**src/rtl/spi_pkg.sv**
```systemverilog
// Shared SPI definitions: word width common to master and slave, and RX FSM state encoding.
package spi_pkg;

    localparam int unsigned SPI_WORD_W = 8;

    typedef enum logic [1:0] {
        IDLE  = 2'd0,
        SHIFT = 2'd1,
        PUSH  = 2'd2
    } rx_state_t;

endpackage

```
**src/rtl/spi_rx_fifo.sv**
```systemverilog
// Synchronous first-word-fall-through FIFO for received SPI bytes.
module spi_rx_fifo #(
    parameter int unsigned DATA_W = 8,
    parameter int unsigned DEPTH  = 4
) (
    input  logic                       clk,
    input  logic                       reset,
    input  logic                       push,
    input  logic [DATA_W-1:0]          wdata,
    input  logic                       pop,
    output logic [DATA_W-1:0]          rdata,
    output logic                       valid,
    output logic                       full,
    output logic [$clog2(DEPTH):0]     level
);

    localparam int unsigned AW = $clog2(DEPTH);

    logic [DATA_W-1:0] mem [DEPTH];
    logic [AW:0]       wr_ptr;
    logic [AW:0]       rd_ptr;
    logic              empty;
    logic              do_push;
    logic              do_pop;

    // Extra pointer bit distinguishes full from empty; indexing uses the low AW bits.
    assign level   = wr_ptr - rd_ptr;
    assign empty   = (level == '0);
    assign full    = (level == (AW + 1)'(DEPTH));
    assign valid   = ~empty;
    assign do_pop  = pop & ~empty;
    assign do_push = push & (~full | do_pop);
    assign rdata   = mem[rd_ptr[AW-1:0]];

    always_ff @(posedge clk) begin
        if (!reset) begin
            wr_ptr <= '0;
            rd_ptr <= '0;
            for (int unsigned i = 0; i < DEPTH; i++) begin
                mem[i] <= '0;
            end
        end else begin
            if (do_push) begin
                mem[wr_ptr[AW-1:0]] <= wdata;
                wr_ptr              <= wr_ptr + 1'b1;
            end
            if (do_pop) begin
                rd_ptr <= rd_ptr + 1'b1;
            end
        end
    end

endmodule

```
**src/rtl/spi_slave_rx.sv**
```systemverilog
// SPI slave receiver: synchronises sclk/mosi/frame, deserialises MSB-first words into a FWFT FIFO.
// Optional dropped-byte counter output ovr_count enabled by defining SPI_RX_OVR_CNT_EN.
module spi_slave_rx
    import spi_pkg::*;
#(
    parameter int unsigned DATA_W      = SPI_WORD_W,
    parameter int unsigned FIFO_DEPTH  = 4,
    parameter int unsigned SYNC_STAGES = 2
) (
    input  logic                          clk,
    input  logic                          reset,
    input  logic                          sclk,
    input  logic                          mosi,
    input  logic                          frame,
    output logic [DATA_W-1:0]             out_data,
    output logic                          out_valid,
    input  logic                          out_ready,
    output logic [$clog2(FIFO_DEPTH):0]   level,
    output logic                          overrun,
    input  logic                          ovr_clear,
`ifdef SPI_RX_OVR_CNT_EN
    output logic [7:0]                    ovr_count,
`endif
    output logic                          frame_err
);

    localparam int unsigned CNT_W = $clog2(DATA_W);
    localparam logic [CNT_W-1:0] LAST_BIT = CNT_W'(DATA_W - 1);

    logic [SYNC_STAGES-1:0] sclk_sync;
    logic [SYNC_STAGES-1:0] mosi_sync;
    logic [SYNC_STAGES-1:0] frame_sync;
    logic                   sclk_q;
    logic                   sclk_s;
    logic                   mosi_s;
    logic                   frame_s;
    logic                   rise;

    rx_state_t              state;
    logic [DATA_W-1:0]      sr;
    logic [CNT_W-1:0]       bit_cnt;
    logic                   push;
    logic                   pop;
    logic                   full;
    logic                   drop;

    assign sclk_s  = sclk_sync[SYNC_STAGES-1];
    assign mosi_s  = mosi_sync[SYNC_STAGES-1];
    assign frame_s = frame_sync[SYNC_STAGES-1];
    assign rise    = sclk_s & ~sclk_q;

    assign push = (state == PUSH);
    assign pop  = out_valid & out_ready;
    // A full FIFO still takes the byte when the consumer frees a slot in the same cycle.
    assign drop = push & full & ~pop;

    always_ff @(posedge clk) begin
        if (!reset) begin
            sclk_sync  <= '0;
            mosi_sync  <= '0;
            frame_sync <= '0;
            sclk_q     <= 1'b0;
        end else begin
            sclk_sync  <= {sclk_sync[SYNC_STAGES-2:0], sclk};
            mosi_sync  <= {mosi_sync[SYNC_STAGES-2:0], mosi};
            frame_sync <= {frame_sync[SYNC_STAGES-2:0], frame};
            sclk_q     <= sclk_s;
        end
    end

    always_ff @(posedge clk) begin
        if (!reset) begin
            state     <= IDLE;
            sr        <= '0;
            bit_cnt   <= '0;
            frame_err <= 1'b0;
        end else begin
            frame_err <= 1'b0;
            case (state)
                IDLE: begin
                    if (frame_s) begin
                        state   <= SHIFT;
                        bit_cnt <= '0;
                    end
                end
                SHIFT: begin
                    // Frame drop takes priority over a coincident sclk rise.
                    if (!frame_s) begin
                        frame_err <= (bit_cnt != '0);
                        state     <= IDLE;
                    end else if (rise) begin
                        sr      <= {sr[DATA_W-2:0], mosi_s};
                        bit_cnt <= bit_cnt + 1'b1;
                        if (bit_cnt == LAST_BIT) begin
                            state <= PUSH;
                        end
                    end
                end
                PUSH: begin
                    bit_cnt <= '0;
                    state   <= frame_s ? SHIFT : IDLE;
                end
                default: state <= IDLE;
            endcase
        end
    end

    always_ff @(posedge clk) begin
        if (!reset) begin
            overrun <= 1'b0;
        end else if (ovr_clear) begin
            overrun <= 1'b0;
        end else if (drop) begin
            overrun <= 1'b1;
        end
    end

`ifdef SPI_RX_OVR_CNT_EN
    always_ff @(posedge clk) begin
        if (!reset) begin
            ovr_count <= '0;
        end else if (ovr_clear) begin
            ovr_count <= '0;
        end else if (drop && ovr_count != 8'hFF) begin
            ovr_count <= ovr_count + 8'd1;
        end
    end
`endif

    spi_rx_fifo #(
        .DATA_W (DATA_W),
        .DEPTH  (FIFO_DEPTH)
    ) u_fifo (
        .clk   (clk),
        .reset (reset),
        .push  (push),
        .wdata (sr),
        .pop   (pop),
        .rdata (out_data),
        .valid (out_valid),
        .full  (full),
        .level (level)
    );

endmodule
```
**config.mk**
```make
export PLATFORM = sky130hd
export DESIGN_NAME = spi_slave_rx
export DESIGN_NICKNAME = d
export VERILOG_FILES = /design/src/rtl/spi_pkg.sv /design/src/rtl/spi_rx_fifo.sv /design/src/rtl/spi_slave_rx.sv
export SDC_FILE = /design/constraint.sdc
export NUM_CORES = 1
export LEC_CHECK = 0
export BUFFER_PORTS_ARGS = -buffer_cell sky130_fd_sc_hd__buf_2
export CELL_PAD_IN_SITES_DETAIL_PLACEMENT = 2
export CELL_PAD_IN_SITES_GLOBAL_PLACEMENT = 2
export CORE_ASPECT_RATIO = 0.7
export CORE_MARGIN = 5
export CORE_UTILIZATION = 40
export DETAILED_ROUTE_END_ITERATION = 6
export PLACE_DENSITY_LB_ADDON = 0.2
export SLEW_MARGIN = 20
export SYNTH_ARGS = -nofsm -noshare
export SYNTH_HDL_FRONTEND = slang
export SYNTH_SLANG_ARGS = --single-unit
export TNS_END_PERCENT = 100
```
**constraint.sdc**
```tcl
create_clock -name clk -period 3.45 [get_ports clk]
set_input_delay 0.1725 -clock clk [delete_from_list [all_inputs] [get_ports clk]]
set_output_delay 0.1725 -clock clk [all_outputs]
set_load 0.01 [all_outputs]
```
==> results.sh <==
export IMPL_status="finished clean"
export IMPL_ys_ff_latch=62
export IMPL_finalHoldViolCount=0
export IMPL_setup_tns_ns=0
export IMPL_mostFrequentLayoutCells="nor2_1, edfxtp_1, dfxtp_1"
export IMPL_ir_drop_mv=0.220
export IMPL_rows=24
export IMPL_drtIter0Drc=65
export IMPL_drive_above_1_share_pct=19.0
export IMPL_worstPathRequired_ns=3.45
export IMPL_cts_max_level=3
export IMPL_crit_fanout=17
export IMPL_r2r_slack_ns=0.27
export IMPL_setup_viol=0
export IMPL_dr_pass1_iters=4
export IMPL_synth_edf_count=32
export IMPL_rsz0062_at_grt="no"
export IMPL_r2r_cells=7
export IMPL_power_leakage_nw=1.11
export IMPL_grt_use_total_pct=18.3
export IMPL_cp_startpoint="u_fifo.wr_ptr[0]"
export IMPL_wirelength_um=6870
export IMPL_avgSynthCellArea_um2=12.1
export IMPL_max_freq_mhz=315
export IMPL_die_h_um=77.7
export IMPL_worst_path_buf_inv=1
export IMPL_cp_end_kind="flop"
export IMPL_cts_setup_buffers=0
export IMPL_clk_path_buf_depth=2
export IMPL_grt_ovfl_total=0
export IMPL_crit_family="simple AND/OR/NAND/NOR gates"
export IMPL_place_congestion=0.796
export IMPL_die_area_um2=8290
export IMPL_r2r_end="u_fifo.mem[1][0]"
export IMPL_skew_ns=0.00654
export IMPL_startpoint_type="flop"
export IMPL_core_area_um2=6310
export IMPL_tightest_slew_ns=0.746
export IMPL_syn_nets=231
export IMPL_hold_ws_ns=0.0298
export IMPL_grt_pass1_wl_um=10900
export IMPL_finalInstanceArea_um2=2940
export IMPL_yosys_cell_types_count=33
export IMPL_maxSlewHeadroom_pct=50.3
export IMPL_maxSlewViolCount=0
export IMPL_n_antenna_cell=0
export IMPL_final_common_cell="nor2_1"
export IMPL_crit_type="flop to flop"
export IMPL_cts_sinks=62
export IMPL_async_reset_ff_share_pct=0
export IMPL_hold_path_class="input pin to flop"
export IMPL_via_count=1640
export IMPL_holdPathStages=2
export IMPL_critPathMaxStageDelay_ns=0.68
export IMPL_grt_pass1_vias=1855
export IMPL_pin_count=21
export IMPL_cts_tree="yes"
export IMPL_maxCapViolCount=0
export IMPL_via_per_inst=5.13
export IMPL_fin_crit_ns=3.18
export IMPL_remaining_drc_errors=0
export IMPL_syn_area_um2=2620
export IMPL_slowest_stage="o31ai_4"
export IMPL_clkTransAtPathRegs_ns=0.07
export IMPL_dpl_hpwl_um=5180
export IMPL_nNetsFinal=251
export IMPL_p_per_area_nw_per_um2=484
export IMPL_place_area_um2=2750
export IMPL_start_util_pct=41.5
export IMPL_fin_crit_sh_pct=92.0
export IMPL_cp_cell_sequence="inv_1 -> ha_1 -> fa_1 -> xnor3_2 -> o31ai_4 -> or3_1 -> nand2_1"
export IMPL_hold_start="frame"
export IMPL_antenna_found_initial=0
export IMPL_ant_nets=0
export IMPL_path_depth=7
export IMPL_root_buffer="clkbuf_8"
export IMPL_numCtsBuffers=9
export IMPL_syn2layout_area_growth_pct=12.3
export IMPL_arrival_ns=3.17
export IMPL_synth_ff_type="edfxtp_1"
export IMPL_drt_wirelength_per_cell_um=21.5
export IMPL_yosysWarningCount=0
export IMPL_fin_ws_ns=0.275
export IMPL_timing_rr_start="u_fifo.wr_ptr[0]"
export IMPL_synth_seq_area_share_pct=59.7
export IMPL_holdPathEnd="frame_sync[0]"
export IMPL_syn_inst=217
export IMPL_die_w_um=107
export IMPL_io_buffers=20
export IMPL_clk_latency_ns=0.34
export IMPL_post_place_ws_ns=0.365
export IMPL_grt_max_degree=44
-- cell usage after synthesis (all sizes together), types with 6 or more instances --
cell | count | area share [%]
buf | 7 | 1.7
dfxtp | 30 | 23
edfxtp | 32 | 37
nor2 | 34 | 4.9
mux2i | 10 | 3.8
and2 | 12 | 2.9
nor2b | 12 | 2.9
nand2 | 17 | 2.4
inv | 10 | 1.4
ha | 6 | 2.9
mux4 | 8 | 6.9
-- sequential cells by signal, summed over array words and instances (netlist names), named ones only --
name and cells:
u_fifo.mem 32, sr 8, bit_cnt 3, u_fifo.rd_ptr 3, u_fifo.wr_ptr 3, frame_sync 2
mosi_sync 2, sclk_sync 2, state 2, frame_err 1, overrun 1, sclk_q 1
-- worst max path at each step --
stage / end / slack [ns]
floorplan: u_fifo.mem[3][0] / 0.81
global placement: u_fifo.mem[1][3] / 0.66
detailed placement: u_fifo.mem[0][2] / 0.36
CTS: u_fifo.mem[1][0] / 0.34
global route: u_fifo.mem[0][7] / 0.06
finish: u_fifo.mem[1][0] / 0.27
-- where the power goes --
| group | leakage (nW) | total, mW | internal [mW] | switching [mW] |
|---|---|---|---|---|
| Clock | 0.0877 | 0.570 | 0.300 | 0.270 |
| Combinational | 0.478 | 0.0425 | 0.0181 | 0.0244 |
| Sequential | 0.547 | 0.810 | 0.797 | 0.0133 |
| Total | 1.11 | 1.42 | 1.12 | 0.308 |
-- area by class of cell --
class / count / area [µm²]
timing repair buffer: 21 / 110
clock buffer: 15 / 166
inverter: 10 / 37.5
clock inverter: 1 / 5.00
sequential: 62 / 1560
tap: 78 / 97.6
fill: 640 / 3370
multi-input combinational: 133 / 961
-- through the flow --
stage               utilization, %  cells  power [mW]
floorplan                        -    217       0.843
global placement              43.7    303       0.862
detailed placement            43.7    303       0.868
CTS                           46.5    320        1.43
global route                  46.6    320        1.47
finish                        46.6    320        1.42
-- cell families (layout without fill, tap and decap cells) --
group	after synthesis	in the layout	synth area share, %
adder cells (fa/ha/maj)	7	7	3.63
XOR/XNOR	3	3	1.58
AO/OA/AOI/OAI	14	14	3.82
AND/OR/NAND/NOR	91	91	16.8
multiplexers	18	18	10.7
buffers and inverters	22	47	3.82
flip-flops	62	62	59.7
-- layer usage --
metal,GRT usage (%),routed length [µm],up-vias,part of all wire (%)
met5,0,0,-,0
met4,6.13,86,0,1.3
met3,5.72,345,11,5.0
met2,29.9,3310,39,48
met1,23.3,3120,813,45
li1,-,-,777,-
-- what timing repair did --
action | CTS | global route
endpoints found under the hold margin | 1 | 0
resized for setup | 0 | 0
hold buffers | 1 | 0
No activity file was read; power rests on OpenSTA's default activity.
